<file path="src/rtl/tree_enc_pkg.sv">
// Shared constants and helpers for the pipelined minimum-finder tree.
// Optional feature macro: TREE_ENC_BEST2_EN (adds a second-best tuple per node).
package tree_enc_pkg;

    localparam int NCAND_MAX = 32;
    localparam int PRI_W_MAX = 16;
    localparam int IDX_W_MAX = 5;

`ifdef TREE_ENC_BEST2_EN
    localparam int TUPLES_PER_NODE = 2;
`else
    localparam int TUPLES_PER_NODE = 1;
`endif

    // Widest-case node tuple, for consumers holding results outside a
    // parametrised scope. Inside the tree the modules use width-exact copies.
    typedef struct packed {
        logic                 found;
        logic [PRI_W_MAX-1:0] pri;
        logic [IDX_W_MAX-1:0] idx;
    } tuple_t;

    function automatic int clog2(input int value);
        int r;
        r = 0;
        for (int i = 0; i < 32; i++) begin
            if ((1 << r) < value) r++;
        end
        return r;
    endfunction

endpackage

</file>
<file path="src/rtl/tree_min_node.sv">
// Combinational merge of two child tuples of the minimum tree.
// Ties and equal priorities resolve to the left (lower-index) child; the
// index bit for this level is the side that won.
// Optional feature macro: TREE_ENC_BEST2_EN (also merges second-best tuples).
module tree_min_node
    import tree_enc_pkg::*;
#(
    parameter int PRI_W = 10,
    parameter int IDX_W = 3,
    parameter int LEVEL = 0
) (
    input  logic [TUPLES_PER_NODE*(1+PRI_W+IDX_W)-1:0] l,
    input  logic [TUPLES_PER_NODE*(1+PRI_W+IDX_W)-1:0] r,
    output logic [TUPLES_PER_NODE*(1+PRI_W+IDX_W)-1:0] o
);

    typedef struct packed {
        logic             found;
        logic [PRI_W-1:0] pri;
        logic [IDX_W-1:0] idx;
    } tup_t;

`ifdef TREE_ENC_BEST2_EN
    typedef struct packed { tup_t b; tup_t s; } node_t;
`else
    typedef struct packed { tup_t b; } node_t;
`endif

    node_t ln;
    node_t rn;
    node_t on;
    node_t win;
    logic  take_r;
`ifdef TREE_ENC_BEST2_EN
    node_t los;
    logic  pick_los;
`endif

    assign ln = l;
    assign rn = r;
    assign o  = on;

    // Pick the winning child; unfound results carry all-zero data.
    always_comb begin
        take_r = rn.b.found && (!ln.b.found || (rn.b.pri < ln.b.pri));
        win    = take_r ? rn : ln;
        on     = '0;
        if (win.b.found) begin
            on.b = win.b;
            on.b.idx[LEVEL] = take_r;
        end
`ifdef TREE_ENC_BEST2_EN
        // Second best is the better of the loser's best and the winner's
        // second; on equal priority the left-side tuple has the lower index.
        los      = take_r ? ln : rn;
        pick_los = los.b.found &&
                   (!win.s.found || (los.b.pri < win.s.pri) ||
                    ((los.b.pri == win.s.pri) && take_r));
        if (pick_los) begin
            on.s = los.b;
            on.s.idx[LEVEL] = ~take_r;
        end else if (win.s.found) begin
            on.s = win.s;
            on.s.idx[LEVEL] = take_r;
        end
`endif
    end

endmodule

</file>
<file path="src/rtl/tree_encoder_min_pipe.sv">
// Fully pipelined minimum-priority finder over NCAND candidates.
// One registered tree level per clock, latency clog2(NCAND), one new
// candidate set accepted every clock, no back-pressure.
// NCAND must be a power of two in 2..NCAND_MAX.
// Optional feature macro: TREE_ENC_BEST2_EN (second-best outputs best2_*).
module tree_encoder_min_pipe
    import tree_enc_pkg::*;
#(
    parameter int NCAND = 8,
    parameter int PRI_W = 10
) (
    input  logic                      clock,
    input  logic                      reset,
    input  logic                      in_vld,
    input  logic [NCAND-1:0]          cand_vld,
    input  logic [NCAND*PRI_W-1:0]    cand_pri,
    output logic                      best_vld,
    output logic                      best_found,
    output logic [PRI_W-1:0]          best_pri,
    output logic [clog2(NCAND)-1:0]   best_idx
`ifdef TREE_ENC_BEST2_EN
    ,
    output logic                      best2_found,
    output logic [PRI_W-1:0]          best2_pri,
    output logic [clog2(NCAND)-1:0]   best2_idx
`endif
);

    localparam int IDX_W = clog2(NCAND);
    localparam int LAT   = clog2(NCAND);

    typedef struct packed {
        logic             found;
        logic [PRI_W-1:0] pri;
        logic [IDX_W-1:0] idx;
    } tup_t;

`ifdef TREE_ENC_BEST2_EN
    typedef struct packed { tup_t b; tup_t s; } node_t;
`else
    typedef struct packed { tup_t b; } node_t;
`endif

    // Level k occupies nd/nq[NCAND - (NCAND >> k) +: NCAND >> (k+1)];
    // the root is the last entry.
    node_t          leaf [NCAND];
    node_t          nd   [NCAND-1];
    node_t          nq   [NCAND-1];
    node_t          root;
    logic [LAT-1:0] vld_q;

    // Leaves: a slot is found only when the set is live and the candidate valid.
    always_comb begin
        for (int i = 0; i < NCAND; i++) begin
            leaf[i] = '0;
            if (in_vld && cand_vld[i]) begin
                leaf[i].b.found = 1'b1;
                leaf[i].b.pri   = cand_pri[i*PRI_W +: PRI_W];
                leaf[i].b.idx   = IDX_W'(i);
            end
        end
    end

    for (genvar k = 0; k < LAT; k++) begin : g_lvl
        localparam int NN  = NCAND >> (k + 1);
        localparam int OFF = NCAND - (NCAND >> k);
        for (genvar j = 0; j < NN; j++) begin : g_node
            node_t l_in;
            node_t r_in;
            if (k == 0) begin : g_from_leaf
                assign l_in = leaf[2*j];
                assign r_in = leaf[2*j+1];
            end else begin : g_from_level
                localparam int POFF = NCAND - (NCAND >> (k - 1));
                assign l_in = nq[POFF + 2*j];
                assign r_in = nq[POFF + 2*j + 1];
            end
            tree_min_node #(
                .PRI_W (PRI_W),
                .IDX_W (IDX_W),
                .LEVEL (k)
            ) u_node (
                .l (l_in),
                .r (r_in),
                .o (nd[OFF + j])
            );
        end
    end

    // Level registers and the valid shift register; reset drops sets in flight.
    always_ff @(posedge clock) begin
        if (reset) begin
            vld_q <= '0;
            for (int i = 0; i < NCAND - 1; i++) nq[i] <= '0;
        end else begin
            vld_q <= LAT'({vld_q, in_vld});
            nq    <= nd;
        end
    end

    assign root       = nq[NCAND-2];
    assign best_vld   = vld_q[LAT-1];
    assign best_found = best_vld & root.b.found;
    assign best_pri   = best_vld ? root.b.pri : '0;
    assign best_idx   = best_vld ? root.b.idx : '0;
`ifdef TREE_ENC_BEST2_EN
    assign best2_found = best_vld & root.s.found;
    assign best2_pri   = best_vld ? root.s.pri : '0;
    assign best2_idx   = best_vld ? root.s.idx : '0;
`endif

endmodule
</file>
<file path="config.mk">
export PLATFORM = sky130hd
export DESIGN_NAME = tree_encoder_min_pipe
export DESIGN_NICKNAME = d
export VERILOG_FILES = /design/src/rtl/tree_enc_pkg.sv /design/src/rtl/tree_min_node.sv /design/src/rtl/tree_encoder_min_pipe.sv
export SDC_FILE = /design/constraint.sdc
export NUM_CORES = 1
export LEC_CHECK = 0
export BUFFER_PORTS_ARGS = -buffer_cell sky130_fd_sc_hd__buf_2
export CAP_MARGIN = 20
export CORE_MARGIN = 10
export CORE_UTILIZATION = 55
export DETAILED_ROUTE_END_ITERATION = 12
export GPL_TIMING_DRIVEN = 0
export HOLD_SLACK_MARGIN = 0.08
export MAX_ROUTING_LAYER = met4
export PLACE_DENSITY_LB_ADDON = 0.08
export SETUP_SLACK_MARGIN = 0.15
export SYNTH_ARGS = -nofsm -noshare
export SYNTH_HDL_FRONTEND = slang
export SYNTH_SLANG_ARGS = --single-unit
</file>
<file path="constraint.sdc">
create_clock -name clock -period 3.4 [get_ports clock]
set_input_delay 0.34 -clock clock [delete_from_list [all_inputs] [get_ports clock]]
set_output_delay 0.34 -clock clock [all_outputs]
set_load 0.01 [all_outputs]
</file>
-- Word level (Yosys, flattened, before mapping)
Index checks and enable logic that the tools add are counted.
- bitwise operators: 8
- magnitude comparators: 7
- muxes and demuxes: 24
- reduce and logical (&&, ||, !) cells: 36
- operators by type and width (operator ; number):
    $mux 14 ; 22
    $lt 10x10->1 ; 7
    $logic_and 1x1->1 ; 15
    $reduce_or 2->1 ; 7
    $mux 10 ; 1
    $logic_not 1->1 ; 7
    $logic_or 1x1->1 ; 7
    $not 1->1 ; 7
    $mux 3 ; 1
    $and 1x1->1 ; 1
- register bits: 101
- output and inout bits: 15
- logic and storage cells: 97

-- Longest topological paths before layout
Gate-level depths: netlist of run 1.
- depth after elaboration: 8
- mapped depth: 11
- gate-level depth less buffers: 9

-- Modules after synthesis
Synthesis of run 1 repeated with hierarchy kept, for this count alone.
- cells, all modules: 684
- area total of the unflattened synthesis: 6208.5 µm²
- modules (own cells, without submodules) (module ; sequential area each (µm²) ; area an instance (µm²) ; cells an instance ; times used):
    tree_encoder_min_pipe ; 2021.9 ; 3455.8 ; 334 ; 1
    tree_min_node (g_lvl[0].g_node[0].u_node ...) ; 0.0 ; 392.9 ; 50 ; 5
    tree_min_node (g_lvl[1].g_node[1].u_node ...) ; 0.0 ; 394.1 ; 50 ; 2

-- Least setup slack after synthesis of run 1
Ideal clock, no wire load.
- kind: input-to-reg
- from: in in_vld
- to: reg nq, in the netlist g_lvl[1].g_node[0].l_in[10]
- setup slack: 0.825 ns
- path buffers: 3
- stages: 11
- library setup time: 0.139 ns
- arrival time: 2.436 ns
- cell sequence: clkbuf_1 and2_1 clkbuf_1 nand2_1 ha_1 a31o_2 a21oi_1 o41ai_1 o21a_1 clkbuf_1 o22ai_1
- word-level cells in the longest chain between the ends: 8
- elaborated cells on any way between the ends: 11
- RTL lines (item ; line ; RTL):
    from (decl) ; tree_encoder_min_pipe.sv:14 ; input logic in_vld,
    $logic_and 1x1->1 ; tree_encoder_min_pipe.sv:56 ; if (in_vld && cand_vld[i]) begin
    $mux 14 ; tree_encoder_min_pipe.sv:56 ;
    $lt 10x10->1 / $logic_not 1->1 (equally long branches) ; tree_min_node.sv:45 ; take_r = rn.b.found && (!ln.b.found || (rn.b.pri < ln.b.pri));
    $logic_or 1x1->1 ; tree_min_node.sv:45 ;
    $logic_and 1x1->1 ; tree_min_node.sv:45 ;
    $mux 14 (*) ; tree_min_node.sv:46 ; win = take_r ? rn : ln;
    $not 1->1 (no source line) ; n/a ;
    $reduce_or 2->1 (no source line) ; n/a ;
    to (signal assigned) ; tree_encoder_min_pipe.sv:97 ; nq <= nd;
    to (decl) ; tree_encoder_min_pipe.sv:48 ; node_t nq [NCAND-1];
Every way passes the cells marked *; elsewhere a longest branch is shown, timed or not.
A chain may end at the register's enable or synchronous reset.

-- Final worst setup path of run 1
- from: in in_vld
- to: reg nq, in the netlist g_lvl[1].g_node[0].l_in[6]
Same word-level chain as after synthesis.

==> results.sh, run 1 <==
export IMPL_synth_edf_count=0
export IMPL_leakagePower_nw=2.82
export IMPL_drt_initial_drc_count=237
export IMPL_finalCritPeriodShare_pct=87.4
export IMPL_synth_top_area_share_pct=36.0
export IMPL_area_growth_pct=18.1
export IMPL_syn_inst=568
export IMPL_syn_num_nets=722
export IMPL_drc_errors=0
export IMPL_yosys_warnings=0
export IMPL_synth_area_leaders="dfxtp_1 (36%), ha_1 (16%), a22o_1 (5.9%)"
export IMPL_ioPinCount=106
export IMPL_critPathMostFrequentCell="clkbuf_1"
export IMPL_cts_root_buf="clkbuf_8"
export IMPL_clk_latency_ns=0.34
export IMPL_worstHoldPathType="in2reg"
export IMPL_clkPwrFrac_pct=36.2
export IMPL_crit_path_top_delay_cell="o41ai_1"
export IMPL_antenna_found_initial=0
export IMPL_finalClockSkew_ns=0.00820
export IMPL_p_sw_share_pct=26.3
export IMPL_min_path_cells=2
export IMPL_reg2reg_slack_ns=1.21
export IMPL_ctsHoldBuffers=0
export IMPL_grt_first_pass_wirelength_um=22000
export IMPL_drt_pass1_iter_count=5
export IMPL_synth_cell_area_mm2=0.00505
export IMPL_tightest_slew_ns=0.715
export IMPL_r2r_end="g_lvl[2].g_node[0].r_in[12]"
export IMPL_fmax_mhz=337
export IMPL_avgSynthCellArea_um2=8.90
export IMPL_drt_vias_per_instance=5.86
export IMPL_cts_buffer_depth=2
export IMPL_htreeDepth=3
export IMPL_reg2regPathDepth=7
export IMPL_vdd_drop_max_mv=0.311
export IMPL_final_area_mm2=0.00597
export IMPL_finalHoldViolations=0
export IMPL_p_total_mw=2.39
export IMPL_p_int_mw=1.77
export IMPL_cts_num_sinks=91
export IMPL_status="finished, final reports clean"
export IMPL_post_dp_cell_area_mm2=0.00571
export IMPL_hold_end="g_lvl[1].g_node[1].l_in[4]"
export IMPL_place_gp_congestion=0.923
export IMPL_period_minus_slack_ns=2.97
export IMPL_cts_tree="built"
export IMPL_crit_fanout=10
export IMPL_endpoint_kind="flop"
export IMPL_stdcell_count=798
export IMPL_start_util_pct=57.1
export IMPL_slew_viol_final=0
export IMPL_crit_path_cell_trace="buf_2, clkbuf_2, and2_1, clkbuf_1, nand2_1, ha_1, a31o_2, a21oi_1, o41ai_1, o21a_1, clkbuf_1, o22ai_1"
export IMPL_setup_viol=0
export IMPL_die_h_um=116
export IMPL_die_area_mm2=0.0134
export IMPL_crit_path_start_kind="input port"
export IMPL_routed_wl_um=13700
export IMPL_arrival_ns=3.17
export IMPL_ys_ff_latch=91
export IMPL_netSwitchingPower_uw=629
export IMPL_maxCapViolations=0
export IMPL_synth_seq_area_share_pct=36.0
export IMPL_drive_gt1_share_pct=20.4
export IMPL_dp_hpwl_um=11100
export IMPL_critical_path_class="in2reg"
export IMPL_ys_types=50
export IMPL_required_ns=3.60
export IMPL_synth_commonest_cells="dfxtp_1 (91), nand2_1 (70), ha_1 (63), inv_1 (42), a22o_1 (34)"
export IMPL_comb_power_share_pct=16.9
export IMPL_async_flop_share_pct=0
export IMPL_rows=34
export IMPL_relSlewSlack_pct=52.0
export IMPL_dr_total_vias=4677
export IMPL_clkTransAtPathRegs_ns=0.09
export IMPL_rsz0062_at_grt="no"
export IMPL_cpPeakStageDelay_ns=0.48
export IMPL_detail_route_wl_per_cell_um=17.2
export IMPL_synth_flop_cell="dfxtp_1"
export IMPL_grt_max_degree=17
export IMPL_worstHoldStart="cand_pri[51]"
export IMPL_dp_cells=781
export IMPL_core_area_mm2=0.00885
export IMPL_cts_made_buffers=9
export IMPL_num_antenna_cells=0
export IMPL_num_nets_final=839
export IMPL_fp_dieW_um=116
export IMPL_synth_most_common_cell="dfxtp_1"
export IMPL_gr_total_overflow=0
export IMPL_grt_usage_pct=20.9
export IMPL_powerDensity_mw_per_mm2=401
export IMPL_synth_top_cell_by_area="dfxtp_1"
export IMPL_pwr_share_seq_pct=46.9
export IMPL_grt_pass1_vias=4706
export IMPL_r2r_start="g_lvl[1].g_node[1].l_in[6]"
export IMPL_io_buffers=105
export IMPL_final_antenna_net_count=0
==> logic make-up after synthesis <==
group,synth area share (%)
mux,0.396
flops,36.0
fa+ha+maj,15.6
buf+inv,5.22
compound gates,24.2
simple gates,18.6
==> routing by layer <==
metal | track usage (%) | vias to the layer above | wire [µm]
met2 | 32.2 | 183 | 6120
met4 | 5.59 | 0 | 165
met1 | 27.9 | 2168 | 6620
li1 | - | 2311 | -
met3 | 3.10 | 15 | 798
met5 | - | - | 0
==> cell type report <==
cell class,instances,area (µm²)
multi-input combinational,410,2970
fill,718,2880
sequential,91,1820
timing repair buffer,106,533
inverter,42,158
tap,108,135
clock buffer,9,124
clock inverter,7,124
buffer,25,108
==> worst max-delay path: cells and delay by family <==
family / cells / cell delay, ns
and+or+nand+nor: 2 / 0.30
buffers and inverters: 4 / 1.17
AOI/OAI and AO/OA: 5 / 1.05
adders and majority gates: 1 / 0.31
==> worst max-delay path by stage <==
stage | depth (start not counted) | startpoint | slack (ns) | to
3_3_place_gp | 11 | in_vld | -0.08 | g_lvl[1].g_node[0].l_in[12]
5_1_grt | 11 | in_vld | 0.21 | g_lvl[1].g_node[0].l_in[3]
3_5_place_dp | 11 | in_vld | -0.11 | g_lvl[1].g_node[0].l_in[12]
2_1_floorplan | 11 | in_vld | 0.82 | g_lvl[1].g_node[0].l_in[10]
4_1_cts | 11 | in_vld | 0.25 | g_lvl[1].g_node[0].l_in[6]
6_report | 12 | in_vld | 0.43 | g_lvl[1].g_node[0].l_in[6]
==> layout by cell type (no fill, tap or decap), types with 4 or more instances in the layout <==
cell type	count
o21a_1	12
inv_1	42
a21oi_1	17
and3_1	25
o22ai_1	19
o211ai_1	6
o2bb2ai_1	8
clkbuf_8	9
a32o_2	7
ha_1	63
dfxtp_1	91
clkbuf_1	21
a21o_1	10
nand2b_1	7
o21ai_0	6
nand3_1	22
nand4_1	4
a22o_1	34
buf_2	106
nand2_1	70
nor2_1	29
and2_1	20
a211oi_1	4
and4_1	4
==> sequential cells by signal (all words and copies together) (netlist names) <==
name	flops
g_lvl.g_node.l_in	37
g_lvl.g_node.r_in	37
nq	14
vld_q	3
==> metrics by stage <==
step / hold slack, ns / setup WS [ns] / TNS (ns) / util [%]
after floorplan: 0.414 / 0.825 / 0 / -
after global placement: 0.437 / -0.0759 / -0.398 / 64.6
after detailed placement: 0.438 / -0.107 / -0.709 / 64.6
after CTS: 0.201 / 0.246 / 0 / 67.4
after global routing: 0.198 / 0.212 / 0 / 67.5
final: 0.217 / 0.429 / 0 / 67.5
==> power groups by stage <==
stage | Clock (mW) | Combinational, mW | Sequential [mW]
after floorplan | 0 | 0.260 | 1.14
after global placement | 0 | 0.385 | 1.15
after detailed placement | 0 | 0.395 | 1.15
after global routing | 0.919 | 0.451 | 1.13
after CTS | 0.878 | 0.398 | 1.12
final | 0.867 | 0.404 | 1.12
==> timing repair <==
| action | CTS | global route |
|---|---|---|
| buffers inserted | 0 | 1 |
| setup endpoints to repair | 0 | 11 |
| gates resized for setup | 0 | 2 |
Power figures use the tool's default switching activity.
==> run 2: changes to the inputs <==
--- a/config.mk
+++ b/config.mk
@@ -5,6 +5,7 @@
 export SDC_FILE = /design/constraint.sdc
 export NUM_CORES = 1
 export LEC_CHECK = 0
+export ABC_AREA = 1
 export BUFFER_PORTS_ARGS = -buffer_cell sky130_fd_sc_hd__buf_2
 export CAP_MARGIN = 20
 export CORE_MARGIN = 10
==> run 2 against run 1 <==
Area after synthesis increased by 17%. Largest power group unchanged. Final cell count rose by 46%. Cell area rose by 14%.
==> results.sh, run 2 <==
export IMPL_finalClockSkew_ns=0.00756
export IMPL_fin_util_pct=65.3
export IMPL_syn_inst=910
export IMPL_synth_commonest_cells="nand2_1 (263), nor2_1 (143), inv_1 (137), dfxtp_1 (91), ha_1 (63)"
export IMPL_place_gp_congestion=0.875
export IMPL_antenna_found_initial=0
export IMPL_synth_cell_area_mm2=0.00592
export IMPL_min_path_cells=3
export IMPL_drive_gt1_share_pct=15.7
export IMPL_critical_path_class="in2reg"
export IMPL_syn_num_nets=1064
export IMPL_synth_edf_count=0
export IMPL_dp_hpwl_um=11500
export IMPL_synth_top_area_share_pct=30.8
export IMPL_tightest_slew_ns=0.602
export IMPL_layout_common_cells="nand2_1 (263), nor2_1 (143), inv_1 (137)"
export IMPL_final_antenna_net_count=0
export IMPL_dp_cells=1151
export IMPL_synth_seq_area_share_pct=30.8
export IMPL_slew_viol_final=0
export IMPL_vdd_drop_max_mv=0.210
export IMPL_pwr_share_seq_pct=47.3
export IMPL_avgSynthCellArea_um2=6.50
export IMPL_cts_resized_gates=0
export IMPL_grt_max_degree=19
export IMPL_final_common_cell="nand2_1"
export IMPL_crit_path_start_kind="input port"
export IMPL_drt_pass1_iter_count=5
export IMPL_routed_wl_um=13900
export IMPL_fin_tns_setup_ns=0
export IMPL_htreeDepth=3
export IMPL_gr_total_overflow=0
export IMPL_finalHoldViolations=0
export IMPL_comb_power_share_pct=23.8
export IMPL_arrival_ns=2.36
export IMPL_die_h_um=124
export IMPL_grt_usage_pct=19.2
export IMPL_powerDensity_mw_per_mm2=354
export IMPL_grt_pass1_vias=5370
export IMPL_num_nets_final=1180
export IMPL_num_antenna_cells=0
export IMPL_yosys_warnings=0
export IMPL_dr_total_vias=5644
export IMPL_area_growth_pct=15.0
export IMPL_drt_initial_drc_count=332
export IMPL_drc_errors=0
export IMPL_fill_cells=1014
export IMPL_synth_area_leaders="dfxtp_1 (31%), nand2_1 (17%), ha_1 (13%)"
export IMPL_ys_types=23
export IMPL_stdcell_count=1167
export IMPL_relSlewSlack_pct=59.9
export IMPL_crit_fanout=10
export IMPL_cts_made_buffers=9
export IMPL_rows=37
export IMPL_cts_tree="built"
export IMPL_grt_first_pass_wirelength_um=23600
export IMPL_synth_flop_cell="dfxtp_1"
export IMPL_worstHoldPathType="in2reg"
export IMPL_fmax_mhz=481
export IMPL_synth_most_common_cell="nand2_1"
export IMPL_fp_dieW_um=124
export IMPL_cts_num_sinks=91
export IMPL_clkTransAtPathRegs_ns=0.09
export IMPL_rsz0062_at_grt="no"
export IMPL_core_area_mm2=0.0104
export IMPL_ctsHoldBuffers=0
export IMPL_worst_hold_slack_ns=0.226
export IMPL_start_util_pct=56.8
export IMPL_setup_viol=0
export IMPL_cts_buffer_depth=2
export IMPL_ioPinCount=106
export IMPL_async_flop_share_pct=0
export IMPL_leakagePower_nw=3.73
export IMPL_netSwitchingPower_uw=780
export IMPL_reg2regPathDepth=9
export IMPL_maxCapViolations=0
export IMPL_status="finished, final reports clean"
export IMPL_die_area_mm2=0.0153
export IMPL_p_sw_share_pct=32.4
export IMPL_endpoint_kind="flop"
export IMPL_drt_vias_per_instance=4.84
export IMPL_synth_top_cell_by_area="dfxtp_1"
export IMPL_cts_root_buf="clkbuf_8"
export IMPL_clkPwrFrac_pct=28.9
export IMPL_finalCritPeriodShare_pct=61.2
export IMPL_period_minus_slack_ns=2.08
export IMPL_io_buffers=105
export IMPL_ys_ff_latch=91
export IMPL_required_ns=3.68
export IMPL_detail_route_wl_per_cell_um=11.9
export IMPL_post_cts_buffers=0
export IMPL_clk_latency_ns=0.36
export IMPL_p_int_mw=1.63
run 2: critical path, stage by stage:
cell	delay, ns
buf_2	0.16
buf_6	0.21
nand2_2	0.10
clkinv_1	0.15
nand2_1	0.11
ha_1	0.31
nand2_1	0.07
nor2_1	0.13
inv_1	0.05
nor2_1	0.10
nand2_1	0.06
nand2_1	0.07
nand2_2	0.06
buf_6	0.14
nand3_1	0.06
nand2_1	0.05
nor2_1	0.18
run 2: per-layer routing:
metal,GRT usage [%],vias to the layer above,share of wire (%)
met5,-,-,0
met1,24.5,2439,49
li1,-,3059,-
met3,1.95,18,4.2
met4,6.26,0,1.7
met2,31.2,128,45
run 2: logic make-up (layout without fill, tap and decap cells):
kind of cell	count (synthesis)	in the layout	share of synthesized area, %
buffers and inverters	178	299	12.6
adder cells (fa/ha/maj)	63	63	13.3
flip-flops	91	91	30.8
AND/OR/NAND/NOR	506	506	36.5
AO/OA/AOI/OAI	72	72	6.85
run 2: final timing paths:
| check | startpoint | end | slack (ns) |
|---|---|---|---|
| worst max-delay path | in_vld | g_lvl[1].g_node[0].r_in[4] | 1.32 |
| worst min-delay path | cand_pri[12] | g_lvl[1].g_node[0].l_in[5] | 0.23 |
| worst max register to register | g_lvl[1].g_node[0].l_in[12] | g_lvl[2].g_node[0].l_in[10] | 1.50 |
| worst min register to register | vld_q[0] | vld_q[1] | 0.40 |
run 2: cell type report:
type / count / area, µm² / share of cell area (%)
repair buffers: 105 / 526 / 7.72
well taps: 136 / 170 / 2.50
clock buffers: 9 / 124 / 1.82
plain buffers: 36 / 211 / 3.11
clock inverters: 7 / 66.3 / 0.975
flip-flops and latches: 91 / 1820 / 26.8
multi-input cells: 641 / 3350 / 49.3
inverters: 142 / 533 / 7.84
run 2: power groups by stage:
stage | clock network [mW] | registers (mW) | logic, mW
floorplan | 0 | 1.15 | 0.418
global placement | 0 | 1.16 | 0.559
global route | 0.758 | 1.14 | 0.667
finish | 0.696 | 1.14 | 0.572
detailed placement | 0 | 1.16 | 0.568
CTS | 0.706 | 1.14 | 0.573
run 2: metrics by stage:
| step | power, mW | cell area [µm²] | setup WS, ns |
|---|---|---|---|
| after floorplan | 1.57 | 5920 | 1.38 |
| after global placement | 1.72 | 6610 | 0.986 |
| after detailed placement | 1.73 | 6610 | 0.970 |
| after global routing | 2.57 | 6800 | 1.07 |
| final | 2.41 | 6800 | 1.32 |
| after CTS | 2.42 | 6800 | 1.35 |
